--- config.mk ---
export PLATFORM = sky130hd
export DESIGN_NAME = wbdbg_serializer
export DESIGN_NICKNAME = d
export VERILOG_FILES = /design/src/rtl/wbdbg_serializer_pkg.sv /design/src/rtl/wbdbg_serializer_fsfifo.sv /design/src/rtl/wbdbg_serializer.sv
export SDC_FILE = /design/constraint.sdc
export NUM_CORES = 1
export LEC_CHECK = 0
export CORE_MARGIN = 2
export CORE_UTILIZATION = 30
export CTS_CLUSTER_DIAMETER = 200
export DETAILED_ROUTE_END_ITERATION = 7
export GPL_TIMING_DRIVEN = 0
export SETUP_SLACK_MARGIN = 0.5
export SYNTH_ARGS = -nofsm -noshare
export SYNTH_HDL_FRONTEND = slang
export SYNTH_SLANG_ARGS = --single-unit
--- constraint.sdc ---
create_clock -name i_wb_clk -period 8.1 [get_ports i_wb_clk]
set_clock_uncertainty 0.15 [all_clocks]
set_input_delay 1.215 -clock i_wb_clk [delete_from_list [all_inputs] [get_ports i_wb_clk]]
set_output_delay 1.215 -clock i_wb_clk [all_outputs]
set_load 0.1 [all_outputs]
--- src/rtl/wbdbg_serializer_pkg.sv ---
// Shared constants for the debug-transaction serializer and its host-side decoder.
// Frame layout: SYNC, NBYTES data bytes MSB-first, optional XOR checksum.
package wbdbg_serializer_pkg;

    localparam int         BUSBITS_DEF = 72;
    localparam int         DEPTH_DEF   = 8;
    localparam logic [7:0] SYNC_DEF    = 8'hA5;

    function automatic int nbytes(input int busbits);
        return busbits / 8;
    endfunction

    typedef enum logic [1:0] {
        ST_IDLE = 2'd0,
        ST_SOF  = 2'd1,
        ST_DATA = 2'd2,
        ST_CSUM = 2'd3
    } ser_state_e;

    // Byte offsets within a frame, as seen by the host decoder
    localparam int FRM_SYNC_OFS = 0;
    localparam int FRM_DATA_OFS = 1;

    function automatic int frm_csum_ofs(input int busbits);
        return FRM_DATA_OFS + nbytes(busbits);
    endfunction

endpackage

--- src/rtl/wbdbg_serializer_fsfifo.sv ---
// First-word-fall-through transaction buffer (the serializer's fsfifo).
// Writes to a full buffer and reads from an empty one are ignored.
module wbdbg_serializer_fsfifo #(
    parameter int WIDTH = 72,
    parameter int DEPTH = 8
) (
    input  logic             i_clk,
    input  logic             i_rst,
    input  logic             i_wr,
    input  logic [WIDTH-1:0] i_data,
    input  logic             i_rd,
    output logic [WIDTH-1:0] o_data,
    output logic             o_empty,
    output logic             o_full
);

    localparam int AW = $clog2(DEPTH);

    logic [WIDTH-1:0] mem_q [DEPTH];
    logic [AW-1:0]    wptr_q, rptr_q;
    logic [AW:0]      cnt_q;
    logic             wr_ok, rd_ok;

    assign o_empty = (cnt_q == '0);
    assign o_full  = (cnt_q == (AW+1)'(DEPTH));
    assign wr_ok   = i_wr && !o_full;
    assign rd_ok   = i_rd && !o_empty;
    assign o_data  = mem_q[rptr_q];

    always_ff @(posedge i_clk or posedge i_rst) begin
        if (i_rst) begin
            wptr_q <= '0;
            rptr_q <= '0;
            cnt_q  <= '0;
        end else begin
            if (wr_ok) wptr_q <= wptr_q + AW'(1);
            if (rd_ok) rptr_q <= rptr_q + AW'(1);
            case ({wr_ok, rd_ok})
                2'b10:   cnt_q <= cnt_q + (AW+1)'(1);
                2'b01:   cnt_q <= cnt_q - (AW+1)'(1);
                default: cnt_q <= cnt_q;
            endcase
        end
    end

    always_ff @(posedge i_clk) begin
        if (wr_ok) mem_q[wptr_q] <= i_data;
    end

endmodule

--- src/rtl/wbdbg_serializer.sv ---
// Buffers debug-monitor transactions and streams each as a SYNC-framed byte sequence.
// Define WBDBG_SER_CSUM_EN to append an XOR checksum byte to every frame.
module wbdbg_serializer
    import wbdbg_serializer_pkg::*;
#(
    parameter int         BUSBITS = BUSBITS_DEF,
    parameter int         DEPTH   = DEPTH_DEF,
    parameter logic [7:0] SYNC    = SYNC_DEF
) (
    input  logic               i_wb_clk,
    input  logic               i_wb_rst,
    input  logic               i_dbg_rst,
    input  logic               i_dbg_stb,
    input  logic [BUSBITS-1:0] i_dbg_txn,
    output logic               o_byte_valid,
    output logic [7:0]         o_byte,
    input  logic               i_byte_ready,
    output logic               o_busy,
    output logic [7:0]         o_drop_cnt
);

    localparam int             NBYTES = nbytes(BUSBITS);
    localparam int             BW     = $clog2(NBYTES);
    localparam logic [BW-1:0]  LAST   = BW'(NBYTES - 1);

    ser_state_e         state_q;
    logic [BUSBITS-1:0] txn_q;
    logic [BW-1:0]      bidx_q;
    logic [7:0]         byte_q;
    logic               valid_q;
    logic [7:0]         drop_q, drop_d;
`ifdef WBDBG_SER_CSUM_EN
    logic [7:0]         csum_q;
`endif

    logic               fifo_rst, empty, full, pop, xfer;
    logic [BUSBITS-1:0] head;

    assign fifo_rst = i_wb_rst || i_dbg_rst;
    assign pop      = (state_q == ST_IDLE) && !empty;
    assign xfer     = valid_q && i_byte_ready;

    wbdbg_serializer_fsfifo #(.WIDTH(BUSBITS), .DEPTH(DEPTH)) u_fifo (
        .i_clk   (i_wb_clk),
        .i_rst   (fifo_rst),
        .i_wr    (i_dbg_stb),
        .i_data  (i_dbg_txn),
        .i_rd    (pop),
        .o_data  (head),
        .o_empty (empty),
        .o_full  (full)
    );

    // full is the pre-edge value, so a strobe while full drops even if a pop coincides
    always_comb begin
        drop_d = drop_q;
        if (i_dbg_stb && full && drop_q != 8'hFF) drop_d = drop_q + 8'd1;
    end

    always_ff @(posedge i_wb_clk or posedge i_wb_rst) begin
        if (i_wb_rst) begin
            drop_q <= '0;
        end else if (i_dbg_rst) begin
            drop_q <= '0;
        end else begin
            drop_q <= drop_d;
        end
    end

    always_ff @(posedge i_wb_clk or posedge i_wb_rst) begin
        if (i_wb_rst) begin
            state_q <= ST_IDLE;
            txn_q   <= '0;
            bidx_q  <= '0;
            byte_q  <= '0;
            valid_q <= 1'b0;
`ifdef WBDBG_SER_CSUM_EN
            csum_q  <= '0;
`endif
        end else if (i_dbg_rst) begin
            state_q <= ST_IDLE;
            txn_q   <= '0;
            bidx_q  <= '0;
            byte_q  <= '0;
            valid_q <= 1'b0;
`ifdef WBDBG_SER_CSUM_EN
            csum_q  <= '0;
`endif
        end else begin
            case (state_q)
                ST_IDLE: begin
                    if (!empty) begin
                        txn_q   <= head;
                        bidx_q  <= '0;
                        byte_q  <= SYNC;
                        valid_q <= 1'b1;
`ifdef WBDBG_SER_CSUM_EN
                        csum_q  <= '0;
`endif
                        state_q <= ST_SOF;
                    end
                end
                ST_SOF: begin
                    if (xfer) begin
                        byte_q  <= txn_q[BUSBITS-1 -: 8];
                        state_q <= ST_DATA;
                    end
                end
                ST_DATA: begin
                    if (xfer) begin
                        txn_q  <= txn_q << 8;
                        bidx_q <= bidx_q + BW'(1);
                        // byte_q is the byte just accepted; the next one sits right below it
                        byte_q <= txn_q[BUSBITS-9 -: 8];
`ifdef WBDBG_SER_CSUM_EN
                        csum_q <= csum_q ^ byte_q;
                        if (bidx_q == LAST) begin
                            byte_q  <= csum_q ^ byte_q;
                            state_q <= ST_CSUM;
                        end
`else
                        if (bidx_q == LAST) begin
                            valid_q <= 1'b0;
                            state_q <= ST_IDLE;
                        end
`endif
                    end
                end
`ifdef WBDBG_SER_CSUM_EN
                ST_CSUM: begin
                    if (xfer) begin
                        valid_q <= 1'b0;
                        state_q <= ST_IDLE;
                    end
                end
`endif
                default: begin
                    valid_q <= 1'b0;
                    state_q <= ST_IDLE;
                end
            endcase
        end
    end

    assign o_byte_valid = valid_q;
    assign o_byte       = byte_q;
    assign o_drop_cnt   = drop_q;
    assign o_busy       = !empty || (state_q != ST_IDLE);

endmodule

=== Word level (Yosys, flattened, before mapping) ===
Memory sizes are Yosys's and may differ from the RTL's.
Cells that the tools add are included.

* Output and inout bits: 18
* RAM bits: 576
* Memories: 1
* Flip-flop bits (word level): 105
* Input bits: 77

* Reductions and logical operators: 21
* Equal/unequal tests: 12
* Muxes and demuxes: 29
* $add $sub $neg: 6

{| class="wikitable"
|+ Memories
! name !! depth !! width !! rd ports !! clocked after memory_dff !! write ports !! RTL line !! text
|-
| u_fifo.mem_q || 8 || 72 || 1 || 0 || 1 || wbdbg_serializer_fsfifo.sv:19 || <nowiki>logic [WIDTH-1:0] mem_q [DEPTH];</nowiki>
|}

{| class="wikitable"
|+ Operator list
! kind !! count
|-
| two-way mux 72 bit || 3
|-
| one-hot mux 72 bit (2 select lines) || 1
|-
| two-way mux 8 bit || 6
|-
| one-hot mux 8 bit (3 select lines) || 1
|-
| one-hot mux 4 bit (2 select lines) || 2
|-
| two-way mux 4 bit || 3
|-
| != test 3 bit (second input constant) || 4
|-
| AND reduction 4 bit || 3
|-
| two-way mux 2 bit || 5
|-
| adder 4 x 1 -> 4 bit (second input constant) || 2
|-
| adder 8 x 1 -> 8 bit (second input constant) || 1
|-
| equality test 4 bit (second input constant) || 2
|-
| != test 8 bit (second input constant) || 1
|-
| adder 3 x 1 -> 3 bit (second input constant) || 2
|-
| logical AND 1 bit || 6
|-
| two-way mux 1 bit || 6
|-
| one-hot mux 2 bit (3 select lines) || 1
|-
| nonzero test 2 bit || 3
|-
| equality test 2 x 1 -> 1 bit (second input constant) || 2
|-
| equality test 2 bit (second input constant) || 2
|-
| logical NOT 4 bit || 1
|-
| nonzero test 4 bit || 1
|-
| subtractor 4 x 1 -> 4 bit (second input constant) || 1
|-
| one-hot mux 1 bit (3 select lines) || 1
|-
| 6 further kinds || 8
|}

=== Longest topological paths before layout ===
* Depth in word-level cells: 6
* Gate-level depth with buffers: 12
* Gate-level depth less buffers: 11

=== By module ===
A second synthesis with hierarchy kept.

* Cell total of the unflattened synthesis: 1357
* Area total of the unflattened synthesis: 27162.3 sq um

{| class="wikitable"
|+ By module, submodules not included
! module !! area each (sq um) !! cells each !! times used
|-
| wbdbg_serializer_fsfifo || 22352.7 || 900 || 1
|-
| wbdbg_serializer || 4809.6 || 457 || 1
|}

=== Worst setup path before layout ===
Ideal clock, no wire load.

* Kind: input-to-reg
* From: input i_dbg_stb
* To: memory u_fifo.mem_q[0][0], enable pin
* Data required time: 7270 ps
* Data arrival time: 8605 ps
* Library setup time: 680 ps
* Cell stages on the path: 4
* Path slack: -1335 ps
* Buffers on the path: 0
* Path through: inv_1 > nor2_1 > clkinv_1 > nor4_1

* Cells in the longest elaborated chain, start to end: 3

{| class="wikitable"
|+ RTL lines
! item !! RTL line !! text
|-
| start: declaration || wbdbg_serializer.sv:13 || <nowiki>input logic i_dbg_stb,</nowiki>
|-
| logical AND 1 bit || wbdbg_serializer_fsfifo.sv:26 || <nowiki>assign wr_ok = i_wr && !o_full;</nowiki>
|-
| two-way mux 1 bit || wbdbg_serializer_fsfifo.sv:47 || <nowiki>if (wr_ok) mem_q[wptr_q] <= i_data;</nowiki>
|-
| two-way mux 1 bit (not written as such) || wbdbg_serializer_fsfifo.sv:47 ||
|-
| end: declaration || wbdbg_serializer_fsfifo.sv:19 ||
|}

Every way passes these cells.

=== Worst setup path in the final report ===
* From: register state_q[0]
* To: output o_busy

* Cells in the longest elaborated chain, start to end: 2

{| class="wikitable"
|+ RTL lines
! item !! RTL line !! text
|-
| start: declaration || wbdbg_serializer.sv:26 || <nowiki>ser_state_e state_q;</nowiki>
|-
| start signal: assignment || wbdbg_serializer.sv:72 || <nowiki>state_q <= ST_IDLE;</nowiki>
|-
| start signal: assignment || wbdbg_serializer.sv:81 || <nowiki>state_q <= ST_IDLE;</nowiki>
|-
| start signal: assignment || wbdbg_serializer.sv:100 || <nowiki>state_q <= ST_SOF;</nowiki>
|-
| nonzero test 2 bit || wbdbg_serializer.sv:148 || <nowiki>assign o_busy = !empty || (state_q != ST_IDLE);</nowiki>
|-
| logical OR 1 bit || wbdbg_serializer.sv:148 ||
|-
| end: declaration || wbdbg_serializer.sv:18 || <nowiki>output logic o_busy,</nowiki>
|}

Every way passes these cells.

==> results.yml <==
outcome:
  status: "completed"
clock_network:
  cts_max_path_buffers: 3
  path_clk_slew_ns: 0.06
  cts_root_buf: "clkbuf_16"
  ctsHtreeMaxLevel: 3
  hold_buffers: 0
  cts_buffers: 71
  clkLatencyLatePin_ns: 0.60
  post_cts_buffers: 0
  clkSinkCount: 681
  cts_resized: 0
  cts_tree: "done"
min_path:
  holdPathStages: 1
  min_path_type: "reg2reg"
  hold_start: "txn_q[0]"
  hold_end: "txn_q[0]"
layout:
  fillerInstances: 7958
  regArea_um2: 19900
  multi_input_area_um2: 6050
  layout.nets: 1677
  drive_gt1_share_pct: 21.0
  fin_util_pct: 36.5
  area_delta_synth_final_pct: 20.4
critical_path:
  rrSetupSlack_ns: 4.45
  worstPathArrival_ns: 3.01
  worstReg2RegStart: "u_fifo.cnt_q[2]"
  timing.rr.end: "u_fifo.mem_q[4][35]"
  crit_type: "reg2out"
  end_kind: "output port"
  r2r_cells: 10
  start_kind: "flip-flop"
  worst_ep_required_time_ns: 6.73
  cp_max_fo: 9
sta:
  hold_viol: 0
  tightest_slew_ns: 1.05
  max_freq_mhz: 228
  fin_ws_ns: 3.72
  fin_crit_ns: 4.38
  maxSlewViolCount: 0
  finalCritPeriodShare_pct: 54.0
  setup_tns_ns: 0
  rsz0062_at_grt: "no"
  slew-limit-headroom_pct: 29.7
  setup_viol: 0
grt:
  grt_use_total_pct: 13.9
  antenna_found_initial: 9
  grt_pass1_wl_mm: 93.0
  overflow: 0
  grt_pass1_vias: 14100
  grt_max_degree: 58
placement:
  gp_congestion: 0.786
  io_buffers: 94
  dpl.hpwl_mm: 42.5
  preCtsSetupSlack_ns: 3.34
power_and_ir_drop:
  p_total_uw: 10900
  pwr-share-seq_pct: 42.3
  p_clk_share_pct: 28.2
  power_switching_uw: 3370
  p_leak_uw: 0.0107
  powerDensity_nw_per_um2: 343
  ir_worst_vdd_v: 0.000272
  intPower_uw: 7520
  combPwrFrac_pct: 29.4
  switching_share_pct: 31.0
floorplanning:
  die_x_um: 300
  num_rows: 108
  die_area_um2: 90200
  io_pins: 95
  initial_core_util_pct: 30.3
  core-area_um2: 86900
  die_h_um: 300
synth:
  netlist_area_um2: 26300
  synth.distinct_cells: 55
  ys.warnings.count: 0
  synth_flop_cell: "edfxtp_1"
  synthCells: 1369
  ys_seq_area_share_pct: 75.6
  ys_seq_elements: 681
  async_flop_share_pct: 15.4
  synth_edf_count: 576
  synth_fp_nets: 1457
  syn_area_per_cell_um2: 19.2
routing:
  drt-total-wl_mm: 62.2
  vias: 13700
  detail-route-antenna-nets: 0
  via_per_inst: 4.91
  detail_route.wl_per_cell_um: 22.2
  drc: 0
  drt_iter0_drc: 1411
  first_pass_iters: 6
run:
  max_cap_viol_count: 0
==> cell type report <==
class / instances / share of cell area, %
multi-input cells: 591 / 19.1
repair buffers: 147 / 5.27
flip-flops and latches: 681 / 62.8
plain buffers: 85 / 1.18
diodes: 1 / 0.00789
clock inverters: 26 / 0.655
well taps: 1155 / 4.56
inverters: 12 / 0.150
clock buffers: 101 / 6.25
==> cells in the mapped netlist, types with 2 or more instances <==
library cell  instances  share of area (%)
inv_1                10               0.14
and3_1                2              0.047
nor3_1               16               0.30
nor4_4                2               0.16
mux4_2              136                 12
mux2i_1              33                1.3
buf_4                 4               0.11
a21oi_1              62                1.2
nor2b_1               3              0.071
o21ai_0              13               0.25
a311oi_1             10               0.33
a211oi_1              6               0.17
dfrtp_1             105                 10
nand3_1               4              0.076
xor2_1                5               0.17
nand2b_1              3              0.071
nor2_1               24               0.34
edfxtp_1            576                 66
a22oi_1               3              0.085
o31a_1                2              0.067
buf_1                13               0.19
xnor2_1               5               0.17
or2_2                 2              0.047
a21boi_0              4               0.11
nand2_1             147                2.1
o2bb2ai_1             9               0.30
a221o_1              56                2.1
ha_1                 11               0.52
a221oi_1              9               0.30
o311ai_0              2              0.067
buf_2                33               0.63
clkbuf_1             35               0.50
a31oi_1               2              0.047
==> critical path: stages (launching register included) <==
cell             delay (ns)
dfrtp_1                0.37
inv_1                  0.07
ha_1                   0.19
clkbuf_1               0.20
and2_0                 0.18
buf_2                  0.16
inv_1                  0.06
clkdlybuf4s50_1        1.17
==> layer usage <==
layer	routed length [um]	track usage [%]	vias up
met2	30900	22.6	403
met3	3730	3.11	93
met1	26400	18.9	7221
li1	-	-	6006
met5	85	0	-
met4	1160	3.63	14
==> cells in the final DEF (no fill, tap or decap), types with 10 or more instances in the layout <==
cell type        count
edfxtp_1           576
nand2_1            147
mux4_2             136
dfrtp_1            105
clkdlybuf4s50_1     94
clkbuf_16           73
a21oi_1             62
clkbuf_1            58
a221o_1             56
mux2i_1             33
buf_2               33
buf_6               29
nor2_1              21
o21ai_0             13
buf_1               13
clkinv_2            13
nor3_1              12
buf_8               12
ha_1                11
a311oi_1            10
==> flip-flops by register name (all words and copies together), names as in the netlist <==
name	flops
u_fifo.mem_q	576
txn_q	72
o_byte	8
o_drop_cnt	8
bidx_q	4
u_fifo.cnt_q	4
u_fifo.rptr_q	3
u_fifo.wptr_q	3
state_q	2
o_byte_valid	1
==> cell families (layout without fill, tap and decap cells) <==
logic type / Yosys count / in the layout / synth area share, %
AOI/OAI and AO/OA: 185 / 185 / 5.36
and+or+nand+nor: 214 / 214 / 3.58
buffers and inverters: 97 / 371 / 1.60
DFF: 681 / 681 / 75.6
adders and majority gates: 11 / 11 / 0.523
muxes: 171 / 171 / 13.0
other: 0 / 1 / 0
xor gates and xnor gates: 10 / 10 / 0.332
==> worst max path at each step <==
stage,endpoint,cells past startpoint,slack [ns],startpoint
finish,o_busy,7,3.72,state_q[0]
global route,o_busy,7,3.57,state_q[0]
CTS,o_busy,7,3.65,state_q[0]
detailed placement,u_fifo.mem_q[4][36],10,3.34,i_dbg_stb
global placement,u_fifo.mem_q[1][33],5,-5.65,i_dbg_stb
floorplan,u_fifo.mem_q[2][0],4,0.62,i_dbg_stb
==> power groups by stage <==
stage | Sequential (uW) | Combinational, uW | Clock [uW]
4_1_cts | 4610 | 3280 | 3140
2_1_floorplan | 4750 | 2070 | 0
6_report | 4610 | 3210 | 3080
3_5_place_dp | 4680 | 3270 | 0
5_1_grt | 4650 | 3490 | 3280
3_3_place_gp | 4790 | 3050 | 0
==> stage by stage <==
stage	instance area, um^2	hold WS, ns	cells
after floorplan	26300	0.307	1369
after global routing	31700	0.367	2799
after global placement	28700	0.327	2618
after CTS	31700	0.351	2798
after detailed placement	29500	0.333	2671
final	31700	0.352	2799
Power figures use the tool's default switching activity.
